`config.mk`:
```
export PLATFORM = sky130hd
export DESIGN_NAME = lu_arbiter_i8_flat
export DESIGN_NICKNAME = d
export VERILOG_FILES = /design/src/rtl/lu_arbiter_i8_if.sv /design/src/rtl/lu_arbiter_i8.sv /design/src/flat_wrapper.sv
export SDC_FILE = /design/constraint.sdc
export NUM_CORES = 1
export LEC_CHECK = 0
export CAP_MARGIN = 20
export CORE_MARGIN = 2
export CORE_UTILIZATION = 40
export DETAILED_ROUTE_END_ITERATION = 6
export GPL_ROUTABILITY_DRIVEN = 0
export PLACE_DENSITY = 0.8
export SYNTH_ARGS = -nofsm -noshare
export SYNTH_HDL_FRONTEND = slang
export SYNTH_SLANG_ARGS = --single-unit
```
`constraint.sdc`:
```
create_clock -name clock -period 3.95 [get_ports clock]
set_clock_uncertainty 0.15 [all_clocks]
set_input_delay 1.185 -clock clock [delete_from_list [all_inputs] [get_ports clock]]
set_output_delay 1.185 -clock clock [all_outputs]
set_load 0.02 [all_outputs]
```
`src/rtl/lu_arbiter_i8_if.sv`:
```
// Bundle of the requester-side handshake and the shared logic-unit bus seen by lu_arbiter_i8.
// slave is the arbiter's view; master is the environment (requesters plus shared unit).
interface lu_arbiter_i8_if #(
    parameter int N = 4,
    parameter int W = 8
);
    logic [N-1:0]   req_valid;
    logic [N-1:0]   req_ready;
    logic [N*W-1:0] req_a;
    logic [N*W-1:0] req_b;
    logic [N*2-1:0] req_op;

    logic           lu_valid;
    logic [W-1:0]   lu_a;
    logic [W-1:0]   lu_b;
    logic [1:0]     lu_op;
    logic [W-1:0]   lu_y;

    logic [N-1:0]   rsp_valid;
    logic [W-1:0]   rsp_y;

    modport slave (
        input  req_valid, req_a, req_b, req_op, lu_y,
        output req_ready, lu_valid, lu_a, lu_b, lu_op, rsp_valid, rsp_y
    );

    modport master (
        output req_valid, req_a, req_b, req_op, lu_y,
        input  req_ready, lu_valid, lu_a, lu_b, lu_op, rsp_valid, rsp_y
    );
endinterface

```
`src/rtl/lu_arbiter_i8.sv`:
```
// Round-robin sharing of one pipelined 8-bit logic unit between N requesters.
// Issues registered operands, tracks owners in a LAT-deep tag pipe and routes results back.
module lu_arbiter_i8 #(
    parameter int N   = 4,
    parameter int W   = 8,
    parameter int LAT = 1
) (
    input  logic          clock,
    input  logic          reset,
    input  logic          enable,
    lu_arbiter_i8_if.slave bus,
    output logic [15:0]   issued
);
    localparam int IW = $clog2(N);

    logic [W-1:0] a_arr  [N];
    logic [W-1:0] b_arr  [N];
    logic [1:0]   op_arr [N];

    for (genvar gi = 0; gi < N; gi++) begin : g_unpack
        assign a_arr[gi]  = bus.req_a[gi*W +: W];
        assign b_arr[gi]  = bus.req_b[gi*W +: W];
        assign op_arr[gi] = bus.req_op[gi*2 +: 2];
    end

    logic [IW-1:0]          ptr_q, ptr_d;
    logic                   lu_valid_q, lu_valid_d;
    logic [W-1:0]           lu_a_q, lu_a_d;
    logic [W-1:0]           lu_b_q, lu_b_d;
    logic [1:0]             lu_op_q, lu_op_d;
    logic [IW-1:0]          issue_id_q, issue_id_d;
    logic [LAT-1:0]         tag_v_q, tag_v_d;
    logic [LAT-1:0][IW-1:0] tag_id_q, tag_id_d;
    logic [N-1:0]           rsp_valid_q, rsp_valid_d;
    logic [W-1:0]           rsp_y_q, rsp_y_d;
    logic [15:0]            issued_q, issued_d;

    logic                   gnt_found;
    logic [IW-1:0]          gnt_id;
    logic [IW:0]            cand;
    logic                   hs;
    logic [N-1:0]           req_ready_c;

    // First valid requester searching ptr, ptr+1, ... modulo N.
    always_comb begin
        gnt_found = 1'b0;
        gnt_id    = '0;
        cand      = '0;
        for (int k = 0; k < N; k++) begin
            cand = {1'b0, ptr_q} + (IW+1)'(k);
            if (cand >= (IW+1)'(N)) begin
                cand = cand - (IW+1)'(N);
            end
            if (!gnt_found && bus.req_valid[cand[IW-1:0]]) begin
                gnt_found = 1'b1;
                gnt_id    = cand[IW-1:0];
            end
        end
    end

    assign hs          = reset && enable && gnt_found;
    assign req_ready_c = hs ? (N'(1) << gnt_id) : '0;

    always_comb begin
        ptr_d      = ptr_q;
        lu_valid_d = 1'b0;
        lu_a_d     = lu_a_q;
        lu_b_d     = lu_b_q;
        lu_op_d    = lu_op_q;
        issue_id_d = issue_id_q;
        issued_d   = issued_q;
        if (hs) begin
            ptr_d      = (gnt_id == IW'(N-1)) ? '0 : gnt_id + IW'(1);
            lu_valid_d = 1'b1;
            lu_a_d     = a_arr[gnt_id];
            lu_b_d     = b_arr[gnt_id];
            lu_op_d    = op_arr[gnt_id];
            issue_id_d = gnt_id;
            issued_d   = issued_q + 16'd1;
        end
    end

    // Tag pipe entry k is the issue made k+1 cycles ago; the last stage lines up with lu_y.
    always_comb begin
        tag_v_d     = '0;
        tag_id_d    = '0;
        tag_v_d[0]  = lu_valid_q;
        tag_id_d[0] = issue_id_q;
        for (int k = 1; k < LAT; k++) begin
            tag_v_d[k]  = tag_v_q[k-1];
            tag_id_d[k] = tag_id_q[k-1];
        end
    end

    always_comb begin
        rsp_valid_d = '0;
        rsp_y_d     = rsp_y_q;
        if (tag_v_q[LAT-1]) begin
            rsp_valid_d = N'(1) << tag_id_q[LAT-1];
            rsp_y_d     = bus.lu_y;
        end
    end

    always_ff @(posedge clock) begin
        if (!reset) begin
            ptr_q       <= '0;
            lu_valid_q  <= 1'b0;
            lu_a_q      <= '0;
            lu_b_q      <= '0;
            lu_op_q     <= '0;
            issue_id_q  <= '0;
            tag_v_q     <= '0;
            tag_id_q    <= '0;
            rsp_valid_q <= '0;
            rsp_y_q     <= '0;
            issued_q    <= '0;
        end else begin
            ptr_q       <= ptr_d;
            lu_valid_q  <= lu_valid_d;
            lu_a_q      <= lu_a_d;
            lu_b_q      <= lu_b_d;
            lu_op_q     <= lu_op_d;
            issue_id_q  <= issue_id_d;
            tag_v_q     <= tag_v_d;
            tag_id_q    <= tag_id_d;
            rsp_valid_q <= rsp_valid_d;
            rsp_y_q     <= rsp_y_d;
            issued_q    <= issued_d;
        end
    end

    assign bus.req_ready = req_ready_c;
    assign bus.lu_valid  = lu_valid_q;
    assign bus.lu_a      = lu_a_q;
    assign bus.lu_b      = lu_b_q;
    assign bus.lu_op     = lu_op_q;
    assign bus.rsp_valid = rsp_valid_q;
    assign bus.rsp_y     = rsp_y_q;
    assign issued        = issued_q;
endmodule

```
`src/flat_wrapper.sv`:
```
// flat-port wrapper written by rule: the top's interface ports become plain ports
module lu_arbiter_i8_flat 
#(
    parameter int N   = 4,
    parameter int W   = 8,
    parameter int LAT = 1
)
  (clock, reset, enable, issued, bus_req_valid, bus_req_a, bus_req_b, bus_req_op, bus_lu_y, bus_req_ready, bus_lu_valid, bus_lu_a, bus_lu_b, bus_lu_op, bus_rsp_valid, bus_rsp_y);
  lu_arbiter_i8_if #(.N(N), .W(W)) bus_i ();
  input  logic clock;
  input  logic reset;
  input  logic enable;
  output logic [15:0] issued;
  input wire logic [$bits(bus_i.req_valid)-1:0] bus_req_valid;
  input wire logic [$bits(bus_i.req_a)-1:0] bus_req_a;
  input wire logic [$bits(bus_i.req_b)-1:0] bus_req_b;
  input wire logic [$bits(bus_i.req_op)-1:0] bus_req_op;
  input wire logic [$bits(bus_i.lu_y)-1:0] bus_lu_y;
  output wire logic [$bits(bus_i.req_ready)-1:0] bus_req_ready;
  output wire logic [$bits(bus_i.lu_valid)-1:0] bus_lu_valid;
  output wire logic [$bits(bus_i.lu_a)-1:0] bus_lu_a;
  output wire logic [$bits(bus_i.lu_b)-1:0] bus_lu_b;
  output wire logic [$bits(bus_i.lu_op)-1:0] bus_lu_op;
  output wire logic [$bits(bus_i.rsp_valid)-1:0] bus_rsp_valid;
  output wire logic [$bits(bus_i.rsp_y)-1:0] bus_rsp_y;
  assign bus_i.req_valid = bus_req_valid;
  assign bus_i.req_a = bus_req_a;
  assign bus_i.req_b = bus_req_b;
  assign bus_i.req_op = bus_req_op;
  assign bus_i.lu_y = bus_lu_y;
  assign bus_req_ready = bus_i.req_ready;
  assign bus_lu_valid = bus_i.lu_valid;
  assign bus_lu_a = bus_i.lu_a;
  assign bus_lu_b = bus_i.lu_b;
  assign bus_lu_op = bus_i.lu_op;
  assign bus_rsp_valid = bus_i.rsp_valid;
  assign bus_rsp_y = bus_i.rsp_y;
  lu_arbiter_i8 #(.N(N), .W(W), .LAT(LAT)) u_core (.clock(clock), .reset(reset), .enable(enable), .bus(bus_i), .issued(issued));
endmodule
```
==> impl.org <==
** Critical path
- Sort of element at the start of the critical path :: input port
- The largest individual stage delay along the critical path comes from the cell sky130_fd_sc_hd__dlygate4sd2_1.
- Destination of the critical timing path :: bus_req_ready[3]
- Setup slack on the worst reg-to-reg path comes out at about 1.7 ns.
- The critical path is of the input port to output port type.
- Critical path capture point type :: output port
- The worst register-to-register path ends at u_core.bus.lu_a[4]$_SDFFE_PN0P_.
- In this run the number of cells on the critical path is 8.
- Top Family by Delay on Critical Path :: buffers and inverters
- The critical path starts at bus_req_valid[0].
- The worst register-to-register path begins at u_core.ptr_q[1]$_SDFFE_PN0P_.
- At the worst endpoint, the arrival time is 2.53 ns.
- FF-to-FF path depth :: 6
- In this design, the stage delay of the slowest critical-path cell is about 0.28 ns.
- Buffers plus inverters on the worst setup path :: 3
- For the worst setup path, the data required time is about 2.6 ns.
- The critical path goes through dlygate4sd2_1 -> buf_4 -> mux2i_2 -> o22ai_2 -> nor2_4 -> ha_2 -> and3_4 -> buf_6.
- Critical Path Fanout Max :: 4

** Cells and area
- Layout Nets :: 525
- Cells fill 65.2% of the core in the end.
- From synthesis to final layout, the design area changed by 59.9%.
- Share of layout cells above drive strength 1 :: approximately an eighth
- 0 antenna diodes ended up in the layout.

** Power and ir drop
- The worst-case IR drop observed on VDD is around 0.18 mV.
- Summed over all nets, the switching power comes to around 370 uW.
- The design draws 1300 uW.
- Comb pwr share :: roughly 29%
- Switching portion of total power :: ~28%
- Internal portion of total power :: a little over 900 uW
- For this design the ratio of total power to cell area is between 200 and 300 nW/um^2.
- P_leak :: about 0.0017 uW
- Clock Power Share :: roughly a quarter
- Registers are responsible for a little under half of the overall power.

** Floorplanning
- The floorplan has 30 rows.
- The die is between 80 and 90 microns wide.
- I/O pin total :: 138
- The region available for standard cell placement spans 6680 sq um.
- The die is just under 90 microns tall.
- Starting density of the core :: around two fifths
- Die ar. :: approximately 7500 sq um

** CTS
- Counting every sink on the clock net gives 54.
- TritonCTS built the clock tree.
- Clock-pin slew was measured on the worst setup and hold paths at around 0.10 ns.
- Total number of H-tree levels :: 2
- Root Buffer :: sky130_fd_sc_hd__clkbuf_8
- Clock latency on the worst-skew pair :: 0.30 ns
- Clock tree synthesis inserted a total of 5 buffers.
- Clock tree buffer depth :: 2

** Placed design
- Pre-CTS setup slack :: -0.621 ns
- DPL Wire Length :: 5.65 mm
- Input and output buffers added on the ports amount to about 140.

** Synthesis
- Sorting the synthesized cells by area gives the leading types as sky130_fd_sc_hd__dfxtp_1 40%, sky130_fd_sc_hd__mux2i_1 14%, sky130_fd_sc_hd__nand2_1 4.7%.
- Netlist cell types :: 43
- Synthesized net count :: approximately 370
- Of all cell types, the one taking the most synthesized area is sky130_fd_sc_hd__dfxtp_1.
- In this run the biggest area consumer among cell types represents around 40% of the synthesized area.
- Number of synthesized flops with an enable pin :: 0
- Sequential element share of the synthesized area :: between 30 and 40%
- The cell area that synthesis handed to floorplanning was 2730 sq um.
- Async set-or-reset flop fraction in the synthesized netlist :: 0%
- In the synthesized netlist, the cells that appear most often are 54 x sky130_fd_sc_hd__dfxtp_1, 38 x sky130_fd_sc_hd__mux2i_1, 34 x sky130_fd_sc_hd__nand2_1, 17 x sky130_fd_sc_hd__and2_1.
- By instance count, the leading cell after synthesis is sky130_fd_sc_hd__dfxtp_1.
- Among all flip-flop cells after synthesis, the most frequent one is sky130_fd_sc_hd__dfxtp_1.
- Post-synthesis instance total :: ~280
- Count of warnings emitted by yosys :: 0
- After synthesis the netlist holds a flip-flop and latch count of 54.
- A synthesized cell averages between 9 and 10 sq um.

** Routing
- The final layout contains routed wiring with a total length of between 7 and 8 mm.
- Dividing the detail-routed wire length by the instance count gives 14.1 microns.
- Initial DRC count :: 54
- The detailed router placed 2608 vias in this run.
- DRC violation count after routing :: 0
- Vias per cell :: around 5.0
- Detailed-routing iteration count for the pre-antenna-repair pass :: 4
- Count of antenna-violating nets left after detailed routing :: 0

** Hold path
- Min-Delay Path Class :: register to register
- In this run the most critical hold path is launched from u_core.tag_id_q[1]$_SDFF_PN0_.

** GRT
- For met2 alone, demand over resource in global routing was 33.2%.
- The initial antenna violation count is 0.
- Overall routing resource usage :: 18.5%
- Vias in the first global route :: roughly 2500
- GR Util met1 :: between 20% and 30%
- The first global-routing pass estimated ~11 mm of wire.
- Gr busiest metal :: met2
- In the global route stage, met3 resource usage came out at under 10%.
- After global routing the overflow that remains totals 0.
- Entering global routing, the biggest net connects 37 pins.

** STA
- After layout, the worst path uses a little over nine tenths of the clock period.
- At the pin with the least slew margin, the transition time is roughly 0.53 ns.
- Post-layout worst setup margin :: approximately 0.085 ns
- Setup violations remaining at the end of the flow were counted as 0.
- Measured against its own limit, the worst slew margin works out to between 60% and 70%.
- Final count of hold timing violations :: 0
- Derived from the worst setup path, the maximum achievable clock frequency is 259 MHz.
- The max-slew violation count was 0.
- After routing, the total negative slack on setup checks comes to 0 ns.
- RSZ-0062 raised after global routing :: no
- Time the final worst path needs with I/O delays and setup :: approximately 3.9 ns
- Across all hold checks on the routed design, the worst slack comes to between 0.3 and 0.4 ns.

** Flow run
- The tool flagged a number of max-cap violations equal to 0.

** Run status
- The run finished with clean final reports.
==> what timing repair did <==
action	4_1_cts	5_1_grt
resized for setup	28	0
hold buffers	0	0
pin swaps	4	1
setup buffers	3	0
endpoints found under the setup margin	4	1
==> state kept, by name, indices dropped and copies added, names as in the netlist <==
signal / flops
u_core.issued: 16
u_core.bus.lu_valid: 1
u_core.bus.rsp_y: 8
u_core.tag_id_q: 2
u_core.bus.rsp_valid: 4
u_core.tag_v_q: 1
u_core.bus.lu_a: 8
u_core.bus.lu_b: 8
u_core.ptr_q: 2
u_core.issue_id_q: 2
u_core.bus.lu_op: 2
==> cells by family (layout without fill, tap and decap cells) <==
group / after synthesis / after routing / share of synthesized area [%]
DFF: 54 / 54 / 39.7
and+or+nand+nor: 100 / 100 / 19.7
AOI/OAI and AO/OA: 55 / 55 / 16.2
buffers and inverters: 23 / 176 / 5.55
adders and majority gates: 2 / 2 / 0.918
muxes: 39 / 39 / 14.5
xor gates and xnor gates: 11 / 11 / 3.53
==> how the worst min path moves through the flow <==
stage	cells past startpoint	endpoint	slack (ns)
2_1_floorplan	1	u_core.bus.rsp_valid[2]$_SDFF_PN0_	0.26
3_3_place_gp	1	u_core.bus.rsp_valid[0]$_SDFF_PP0_	0.28
3_5_place_dp	1	u_core.bus.rsp_valid[1]$_SDFF_PP0_	0.29
4_1_cts	1	u_core.bus.rsp_valid[1]$_SDFF_PP0_	0.29
5_1_grt	1	u_core.bus.rsp_valid[0]$_SDFF_PP0_	0.33
6_report	1	u_core.bus.rsp_valid[0]$_SDFF_PP0_	0.30
==> metrics by stage <==
step | cells | cell area [sq um]
finish | 517 | 4360
global route | 517 | 4360
CTS | 517 | 4360
detailed placement | 506 | 4240
global placement | 506 | 4240
floorplan | 284 | 2730
==> cell usage in the layout, fill, tap and decap left out, types with 2 or more instances in the layout <==
cell type | Yosys | layout
sky130_fd_sc_hd__a21boi_0 | 5 | 5
sky130_fd_sc_hd__a21boi_1 | 2 | 2
sky130_fd_sc_hd__a21o_1 | 7 | 7
sky130_fd_sc_hd__a21oi_1 | 3 | 3
sky130_fd_sc_hd__and2_1 | 17 | 17
sky130_fd_sc_hd__and2_4 | 2 | 2
sky130_fd_sc_hd__and4_1 | 2 | 2
sky130_fd_sc_hd__buf_2 | 4 | 2
sky130_fd_sc_hd__buf_4 | 2 | 27
sky130_fd_sc_hd__clkbuf_8 | 0 | 6
sky130_fd_sc_hd__clkdlybuf4s50_1 | 0 | 129
sky130_fd_sc_hd__dfxtp_1 | 54 | 54
sky130_fd_sc_hd__dlygate4sd2_1 | 0 | 4
sky130_fd_sc_hd__inv_1 | 5 | 5
sky130_fd_sc_hd__mux2i_1 | 38 | 38
sky130_fd_sc_hd__nand2_1 | 34 | 33
sky130_fd_sc_hd__nand2b_1 | 2 | 2
sky130_fd_sc_hd__nand3_1 | 12 | 12
sky130_fd_sc_hd__nand4_1 | 2 | 2
sky130_fd_sc_hd__nor2_1 | 5 | 5
sky130_fd_sc_hd__nor2b_1 | 8 | 8
sky130_fd_sc_hd__nor3_1 | 6 | 6
sky130_fd_sc_hd__o211ai_1 | 6 | 6
sky130_fd_sc_hd__o21ai_0 | 11 | 11
sky130_fd_sc_hd__o221ai_1 | 12 | 12
sky130_fd_sc_hd__o22ai_2 | 1 | 2
sky130_fd_sc_hd__or3_1 | 4 | 4
sky130_fd_sc_hd__xnor2_1 | 7 | 7
sky130_fd_sc_hd__xor2_1 | 4 | 4
==> metal layers <==
metal,share of wire (%),up-vias
li1,-,1317
met1,41,1210
met2,53,69
met3,4.4,12
met4,2.1,0
met5,0,-
==> power groups by stage <==
stage | logic [uW] | registers (uW) | clock network [uW]
after floorplan | 159 | 639 | 0
after global placement | 364 | 611 | 0
after detailed placement | 369 | 612 | 0
after CTS | 375 | 600 | 343
after global routing | 399 | 605 | 361
final | 373 | 600 | 328
==> area by class of cell <==
type	count	area, sq um
fillers	574	2320
repair buffers	163	1550
multi-input cells	207	1510
flip-flops and latches	54	1080
well taps	80	100
clock buffers	6	82.6
inverters	5	18.8
clock inverters	2	16.3
Power figures use the tool's default switching activity.
